## config.mk

```make
export PLATFORM = sky130hd
export DESIGN_NAME = uart_tx
export DESIGN_NICKNAME = d
export VERILOG_FILES = /design/src/rtl/uart_tx.sv
export SDC_FILE = /design/constraint.sdc
export NUM_CORES = 1
export LEC_CHECK = 0
export ABC_AREA = 0
export CORE_MARGIN = 8
export CORE_UTILIZATION = 58
export DETAILED_ROUTE_END_ITERATION = 7
export PLACE_DENSITY_LB_ADDON = 0.25
export RECOVER_POWER = 50
export SYNTH_ARGS = -nofsm -noshare
export SYNTH_HDL_FRONTEND = slang
export SYNTH_SLANG_ARGS = --single-unit
```

## constraint.sdc

```tcl
create_clock -name clk -period 2.8 [get_ports clk]
set_input_delay 0.56 -clock clk [delete_from_list [all_inputs] [get_ports clk]]
set_output_delay 0.56 -clock clk [all_outputs]
set_load 0.02 [all_outputs]
```

## src/rtl/uart_tx.sv

```systemverilog
// uart_tx: UART transmitter with a one-entry holding register, optional parity and 1 or 2 stop bits.
// Back-to-back frames reload straight from the final stop-bit edge with no idle gap.
module uart_tx #(
    parameter int CLKS_PER_BIT = 16,
    parameter int DATA_BITS = 8,
    parameter int PARITY_EN = 0,
    parameter int PARITY_ODD = 0,
    parameter int STOP_BITS = 1
) (
    input  logic clk,
    input  logic reset,
    input  logic [7:0] data,
    input  logic valid,
    output logic ready,
    output logic tx,
    output logic busy,
    output logic done
);
    localparam int BW = $clog2(CLKS_PER_BIT);

    typedef enum logic [2:0] {IDLE, START, DATA, PARITY, STOP} state_t;

    state_t state, state_next;
    logic [BW-1:0] baud_cnt;
    logic [2:0] bit_cnt;
    logic [7:0] hold, shift, shift_next;
    logic hold_full, par, tick, last_data, last_stop, load;

    assign tick = baud_cnt == BW'(CLKS_PER_BIT - 1);
    assign last_data = bit_cnt == 3'(DATA_BITS - 1);
    assign last_stop = bit_cnt == 3'(STOP_BITS - 1);
    assign load = hold_full && (state == IDLE || (state == STOP && tick && last_stop));
    assign ready = ~hold_full;
    assign busy = state != IDLE;

    always_comb begin
        state_next = state;
        case (state)
            IDLE: state_next = hold_full ? START : IDLE;
            START: state_next = tick ? DATA : START;
            DATA: state_next = (tick && last_data) ? (PARITY_EN != 0 ? PARITY : STOP) : DATA;
            PARITY: state_next = tick ? STOP : PARITY;
            STOP: state_next = (tick && last_stop) ? (hold_full ? START : IDLE) : STOP;
            default: state_next = IDLE;
        endcase
        shift_next = load ? hold : (state == DATA && tick) ? shift >> 1 : shift;
    end

    // tx is registered, so it is derived from the next state and next shift value
    always_ff @(posedge clk) begin
        if (reset) begin
            state <= IDLE;
            hold_full <= 1'b0;
            baud_cnt <= '0;
            bit_cnt <= '0;
            tx <= 1'b1;
            done <= 1'b0;
        end else begin
            state <= state_next;
            baud_cnt <= (state == IDLE || tick) ? '0 : baud_cnt + 1'b1;
            bit_cnt <= !tick ? bit_cnt : (state_next != state) ? '0 : bit_cnt + 1'b1;
            done <= state == STOP && tick && last_stop;
            tx <= state_next == START ? 1'b0 :
                  state_next == DATA ? shift_next[0] :
                  state_next == PARITY ? par : 1'b1;
            if (valid && ready)
                hold_full <= 1'b1;
            else if (load)
                hold_full <= 1'b0;
        end
    end

    always_ff @(posedge clk) begin
        if (valid && ready)
            hold <= data;
        shift <= shift_next;
        if (load)
            par <= ^(hold[DATA_BITS-1:0]) ^ (PARITY_ODD != 0);
    end
endmodule

```

==> qor.yml, run 1 <==
layout:
  n_fill_cell: 177
  syn_to_final_growth_pct: 15.46
  final_nets: 138
  layout_common_cells: "16 x edfxtp_1, 14 x dfxtp_1, 10 x dlygate4sd3_1"
  final_area_um2: 1495
  drive_gt1_share_pct: 10.48
  layout_commonest_cell: "edfxtp_1"
  antenna_cells: 0
timing:
  worst_pin_slew_ns: 0.8542
  drv_slew: 0
  fin_crit_sh_pct: 80.73
  post-route-min-period_ns: 2.260
  setup_viol: 0
  skew_ns: 0.008677
  max_slew_margin_pct: 42.71
  setup_tns_ns: 0
  rsz0062_at_grt: "false"
  hold_viol_final: 0
  final.setup.worst_slack_ns: 0.5396
  max_freq_mhz: 442.4
placement:
  pre_cts_ws_ns: 0.7260
  place.gp.congestion: 0.8522
  port_buffers: 14
  dp_hpwl_mm: 1.631
  dpl_cell_area_um2: 1458
yosys:
  yosys.cell_types.count: 34
  synth-simple-area-share_pct: 14.11
  yosys_warnings: 0
  synth_nets: 119
  synth_compound_area_share_pct: 12.08
  synth_top_family_by_area: "simple AND/OR/NAND/NOR gates"
  synthTopCellsByArea: "edfxtp_1 37%, dfxtp_1 22%, a22o_1 5.4%"
  synthAdderAreaFrac_pct: 3.865
  avgSynthCellArea_um2: 12.45
  synth_top_area_share_pct: 37.10
  synth_top_area_cell: "edfxtp_1"
  synth_area_um2: 1295
  seq_area_frac_synth_pct: 58.74
  synthMuxAreaShare_pct: 2.415
  netlist_instances: 104
  synthXorXnorAreaFrac_pct: 6.087
  synth_seq_cells: 30
clock_network:
  cts_resized: 0
  cts_sinks: 30
  ctsHoldBuffers: 0
  cts_tree: "done"
  clk_pin_slew_ns: 0.09
  numCtsBuffers: 5
  cts-htree-levels: 2
  cts_root_buf: "clkbuf_4"
  clock_latency_ns: 0.33
  cts_buffer_depth: 2
  cts_setup_buffers: 0
min_path:
  hp-class: "flop to flop"
  whs_path_depth: 1
floorplanning:
  io_pins: 15
  core_um2: 2170
  die-area_um2: 4001
  fp-row-count: 17
  start_util_pct: 59.69
  die_width_um: 63.25
  die_h_um: 63.25
global_route:
  antenna_found_initial: 0
  grt_pass1_vias: 866
  grtUsageTotal_pct: 12.48
  grt_max_degree: 13
  grt_pass1_wl_mm: 3.905
  overflow: 0
run:
  drv_cap: 0
run_status:
  status: "complete, no violations"
worst_setup_path:
  cp_max_fo: 12
  rr_worst_depth: 4
  worstSetupPathType: "flop to flop"
  slowest_delay_ns: 0.78
  worstPathRequired_ns: 2.83
  crit_path_end_kind: "flop"
  start_kind: "flop"
  cp.arrival_ns: 2.29
  critical-path-slowest-cell: "o31ai_2"
  cp_cell_sequence: "ha_1 -> nand3_1 -> o31ai_2 -> or2_2"
power_and_ir_drop:
  power.total_mw: 0.8665
  ir_drop_mv: 0.4059
  power.leakage_nw: 0.5585
  power.density_nw_per_um2: 579.5
drt:
  num_vias: 840
  wl_mm: 2.287
  drt_pass1_iterations: 4
  ant_nets: 0
  drc: 0
  routed_via_density: 5.526
  wire_per_inst_um: 15.05
  drt_iter0_drc: 32
==> path summary, 6_finish.rpt <==
kind / slack [ns] / end / from
max: 0.54 / shift[7] / baud_cnt[0]
min: 0.45 / baud_cnt[0] / baud_cnt[0]
max reg2reg: 0.54 / shift[7] / baud_cnt[0]
min reg2reg: 0.45 / baud_cnt[0] / baud_cnt[0]
==> cells by family after synthesis <==
family	after synthesis
and+or+nand+nor	30
buffers and inverters	8
muxes	3
xor gates and xnor gates	9
adders and majority gates	4
DFF	30
AOI/OAI and AO/OA	20
==> power breakdown <==
| part | internal (mW) | switching [mW] | total (mW) |
|---|---|---|---|
| clock | 0.117 | 0.145 | 0.262 |
| sequential | 0.496 | 0.0142 | 0.510 |
| combinational | 0.0467 | 0.0480 | 0.0947 |
| total | 0.659 | 0.208 | 0.867 |
==> through the flow <==
stage	cells	util (%)	hold slack (ns)
after floorplan	104	-	0.4176
after global placement	144	67.19	0.4312
after detailed placement	144	67.19	0.4384
after CTS	152	69.90	0.4586
after global routing	152	68.92	0.4960
final	152	68.92	0.4513
==> critical path: cells and delay by family (launching register included) <==
kind            cells  cell delay [ns]
flops               1             0.36
compound gates      1             0.78
simple gates        2             0.60
fa+ha+maj           1             0.21
==> layer usage <==
| layer | vias up | part of all wire [%] | GRT usage (%) |
|---|---|---|---|
| met3 | 7 | 7.3 | 6.537 |
| met5 | - | 0 | 0 |
| met1 | 390 | 43 | 13.42 |
| met4 | 0 | 2.3 | 6.964 |
| met2 | 27 | 47 | 19.33 |
| li1 | 416 | - | - |
==> sequential cells by signal (all words and copies together) (netlist names) <==
| name | cells |
|---|---|
| baud_cnt | 4 |
| bit_cnt | 3 |
| done | 1 |
| hold | 8 |
| hold_full | 1 |
| par | 1 |
| shift | 8 |
| state | 3 |
| tx | 1 |
==> area by class of cell <==
| class | count | area (um^2) | area share, % |
|---|---|---|---|
| repair buffers | 14 | 140.1 | 9.372 |
| clock inverters | 2 | 7.507 | 0.5021 |
| clock buffers | 6 | 51.30 | 3.431 |
| inverters | 6 | 22.52 | 1.506 |
| multi-input cells | 66 | 478.0 | 31.97 |
| well taps | 28 | 35.03 | 2.343 |
| flip-flops and latches | 30 | 760.7 | 50.88 |
==> cells in the mapped netlist, drive strengths merged <==
cell / count
xnor2: 7
inv: 6
a21oi: 3
nor2b: 3
nand2: 3
and2: 1
nand3: 2
a31oi: 1
o22ai: 1
edfxtp: 16
o31ai: 1
mux2i: 2
mux2: 1
buf: 2
or2: 1
xor2: 2
or3b: 1
dfxtp: 14
or4: 1
nor2: 8
and3: 3
ha: 4
o21ai: 5
nor3: 2
nor4: 2
a31o: 1
or4b: 1
a22o: 8
nand2b: 2
No activity file was read; power rests on OpenSTA's default activity.
==> run 2, diff against run 1 <==
--- a/config.mk
+++ b/config.mk
@@ -7,7 +7,7 @@
 export LEC_CHECK = 0
 export ABC_AREA = 0
 export CORE_MARGIN = 8
-export CORE_UTILIZATION = 58
+export CORE_UTILIZATION = 48
 export DETAILED_ROUTE_END_ITERATION = 7
 export PLACE_DENSITY_LB_ADDON = 0.25
 export RECOVER_POWER = 50
==> constraint.sdc (replaced) <==
create_clock -name clk -period 2.05 [get_ports clk]
set_input_delay 0.41 -clock clk [delete_from_list [all_inputs] [get_ports clk]]
set_output_delay 0.41 -clock clk [all_outputs]
set_load 0.02 [all_outputs]
==> run 2 against run 1 <==
Net effect:
- sequential power up 36%
- first-iteration DRC count down 34%
- core utilization down 12 points
- critical path type unchanged
- clock power up 18%
- clock-buffer cell count down 1
- largest power group unchanged
- critical endpoint unchanged
- global-route usage down 1.8 points
- highest routed layer unchanged
==> qor.yml, run 2 (same netlist as run 1, synthesis figures left out) <==
worst_setup_path:
  critical-path-slowest-cell: "or3b_4"  # was o31ai_2
  worstPathRequired_ns: 2.07  # was 2.83 ns
  rr_endpoint: "shift[7]"  # unchanged
  start_kind: "flop"  # unchanged
  crit_start: "state[0]"  # was baud_cnt[0]
  cp.arrival_ns: 1.77  # was 2.29 ns
  cp_max_fo: 7  # was 12
  worstSetupPathType: "flop to flop"  # unchanged
  critPathCapture: "shift[7]"  # unchanged
  reg2reg_slack_ns: 0.30  # was 0.54 ns
  r2r-start: "state[0]"  # was baud_cnt[0]
  slowest_delay_ns: 0.42  # was 0.78 ns
  cp_cell_sequence: "or3b_4 -> o31ai_1 -> or2_2"  # was ha_1 -> nand3_1 -> o31ai_2 -> or2_2
  crit_path_end_kind: "flop"  # unchanged
  rr_worst_depth: 3  # was 4
clock_network:
  clk_pin_slew_ns: 0.09  # about the same
  cts_buffer_depth: 2  # unchanged
  numCtsBuffers: 5  # unchanged
  cts-htree-levels: 2  # unchanged
  cts_sinks: 30  # unchanged
  cts_setup_buffers: 0  # unchanged
  cts_tree: "done"  # unchanged
  clock_latency_ns: 0.32  # was 0.33 ns
  cts_root_buf: "clkbuf_4"  # unchanged
layout:
  seqCellArea_um2: 762.0  # was 760.7 um^2
  drive_gt1_share_pct: 12.50  # was 10.48%
  syn_to_final_growth_pct: 17.87  # was 15.46%
  final_area_um2: 1526  # was 1495 um^2
  layout_commonest_cell: "edfxtp_1"  # unchanged
  antenna_cells: 0  # unchanged
  n_fill_cell: 236  # was 177
  multi_input_area_um2: 485.5  # was 478.0 um^2
  final_nets: 142  # was 138
  layout_common_cells: "16 x edfxtp_1, 13 x dfxtp_1, 9 x dlygate4sd3_1"  # was 16 x edfxtp_1, 14 x dfxtp_1, 10 x dlygate4sd3_1
  largestRegisters: "hold (8), shift (8), baud_cnt (4)"  # unchanged
timing:
  drv_slew: 0  # unchanged
  max_freq_mhz: 571.0  # was 442.4 MHz
  setup_viol: 0  # unchanged
  worst_pin_slew_ns: 0.3840  # was 0.8542 ns
  fin_crit_sh_pct: 85.43  # was 80.73%
  rsz0062_at_grt: "false"  # unchanged
  max_slew_margin_pct: 74.40  # was 42.71%
  post-route-min-period_ns: 1.751  # was 2.260 ns
  hold_viol_final: 0  # unchanged
  skew_ns: 0.006595  # was 0.008677 ns
  setup_tns_ns: 0  # unchanged
  final.setup.worst_slack_ns: 0.2987  # was 0.5396 ns
drt:
  drc: 0  # unchanged
  ant_nets: 0  # unchanged
  drt_iter0_drc: 21  # was 32
  routed_via_density: 5.465  # was 5.526
  wire_per_inst_um: 13.65  # was 15.05 um
  wl_mm: 2.171  # was 2.287 mm
  num_vias: 869  # was 840
  drt_pass1_iterations: 4  # unchanged
min_path:
  hp-class: "flop to flop"  # unchanged
  min_from: "baud_cnt[0]"  # unchanged
  whs_path_depth: 1  # unchanged
floorplanning:
  start_util_pct: 48.64  # was 59.69%
  die_h_um: 67.94  # was 63.25 um
  die-area_um2: 4616  # was 4001 um^2
  fp-row-count: 19  # was 17
  die_width_um: 67.94  # was 63.25 um
  io_pins: 15  # unchanged
  core_um2: 2663  # was 2170 um^2
global_route:
  antenna_found_initial: 0  # unchanged
  grtUsageTotal_pct: 10.66  # was 12.48%
  grt_pass1_wl_mm: 3.691  # was 3.905 mm
  grt_max_degree: 11  # was 13
  overflow: 0  # unchanged
  grt_pass1_vias: 852  # was 866
power_and_ir_drop:
  power.leakage_nw: 0.5835  # was 0.5585 nW
  ir_drop_mv: 0.6116  # was 0.4059 mV
  power.density_nw_per_um2: 743.2  # was 579.5 nW/um^2
  power.total_mw: 1.134  # was 0.8665 mW
placement:
  port_buffers: 14  # unchanged
  place.gp.congestion: 0.7659  # was 0.8522
  dp_hpwl_mm: 1.621  # was 1.631 mm
  dpl_cell_area_um2: 1491  # was 1458 um^2
  pre_cts_ws_ns: 0.2997  # was 0.7260 ns
run:
  drv_cap: 0  # unchanged
run_status:
  status: "complete, no violations"  # unchanged
run 2: power breakdown:
part,internal [mW],switching (mW),total [mW]
combinational,0.0672,0.0635,0.131
clock,0.122,0.186,0.308
sequential,0.677,0.0195,0.696
run 2: per-layer routing:
layer / GRT usage, % / vias up / wire (um)
met3: 4.746 / 12 / 144
li1: - / 425 / -
met4: 6.394 / 0 / 60
met2: 14.89 / 32 / 963
met1: 13.23 / 400 / 1002
met5: 0 / - / 0
run 2: final cells by class:
cell class                      count  area share, %
Timing Repair Buffer               18          11.07
Multi-Input combinational cell     66          31.80
Sequential cell                    30          49.92
Clock buffer                        5          2.459
Tap cell                           31          2.541
Inverter                            6          1.475
Clock inverter                      3         0.7377
run 2: metrics by stage:
step / std cells / utilization, % / hold WS (ns)
2_1_floorplan: 104 / - / 0.4176
3_3_place_gp: 151 / 56.02 / 0.4342
3_5_place_dp: 151 / 56.02 / 0.4383
4_1_cts: 159 / 57.89 / 0.4512
5_1_grt: 159 / 57.33 / 0.4665
6_report: 159 / 57.33 / 0.4480
run 2: critical path: cells and delay by family, from the launching register on:
kind | cells | cell delay [ns]
AOI/OAI and AO/OA | 1 | 0.37
DFF | 1 | 0.38
and+or+nand+nor | 2 | 0.71
run 2: repair_timing:
action                     CTS  global route
pin swaps                    0             0
hold buffers                 0             0
gates resized for setup      1             1
setup endpoints to repair    1             1
run 2: worst min path at each step:
stage             endpoint  slack, ns
5_1_grt        baud_cnt[0]       0.47
2_1_floorplan  baud_cnt[0]       0.42
3_5_place_dp   baud_cnt[0]       0.44
3_3_place_gp   baud_cnt[0]       0.43
6_report       baud_cnt[0]       0.45
4_1_cts        baud_cnt[0]       0.45
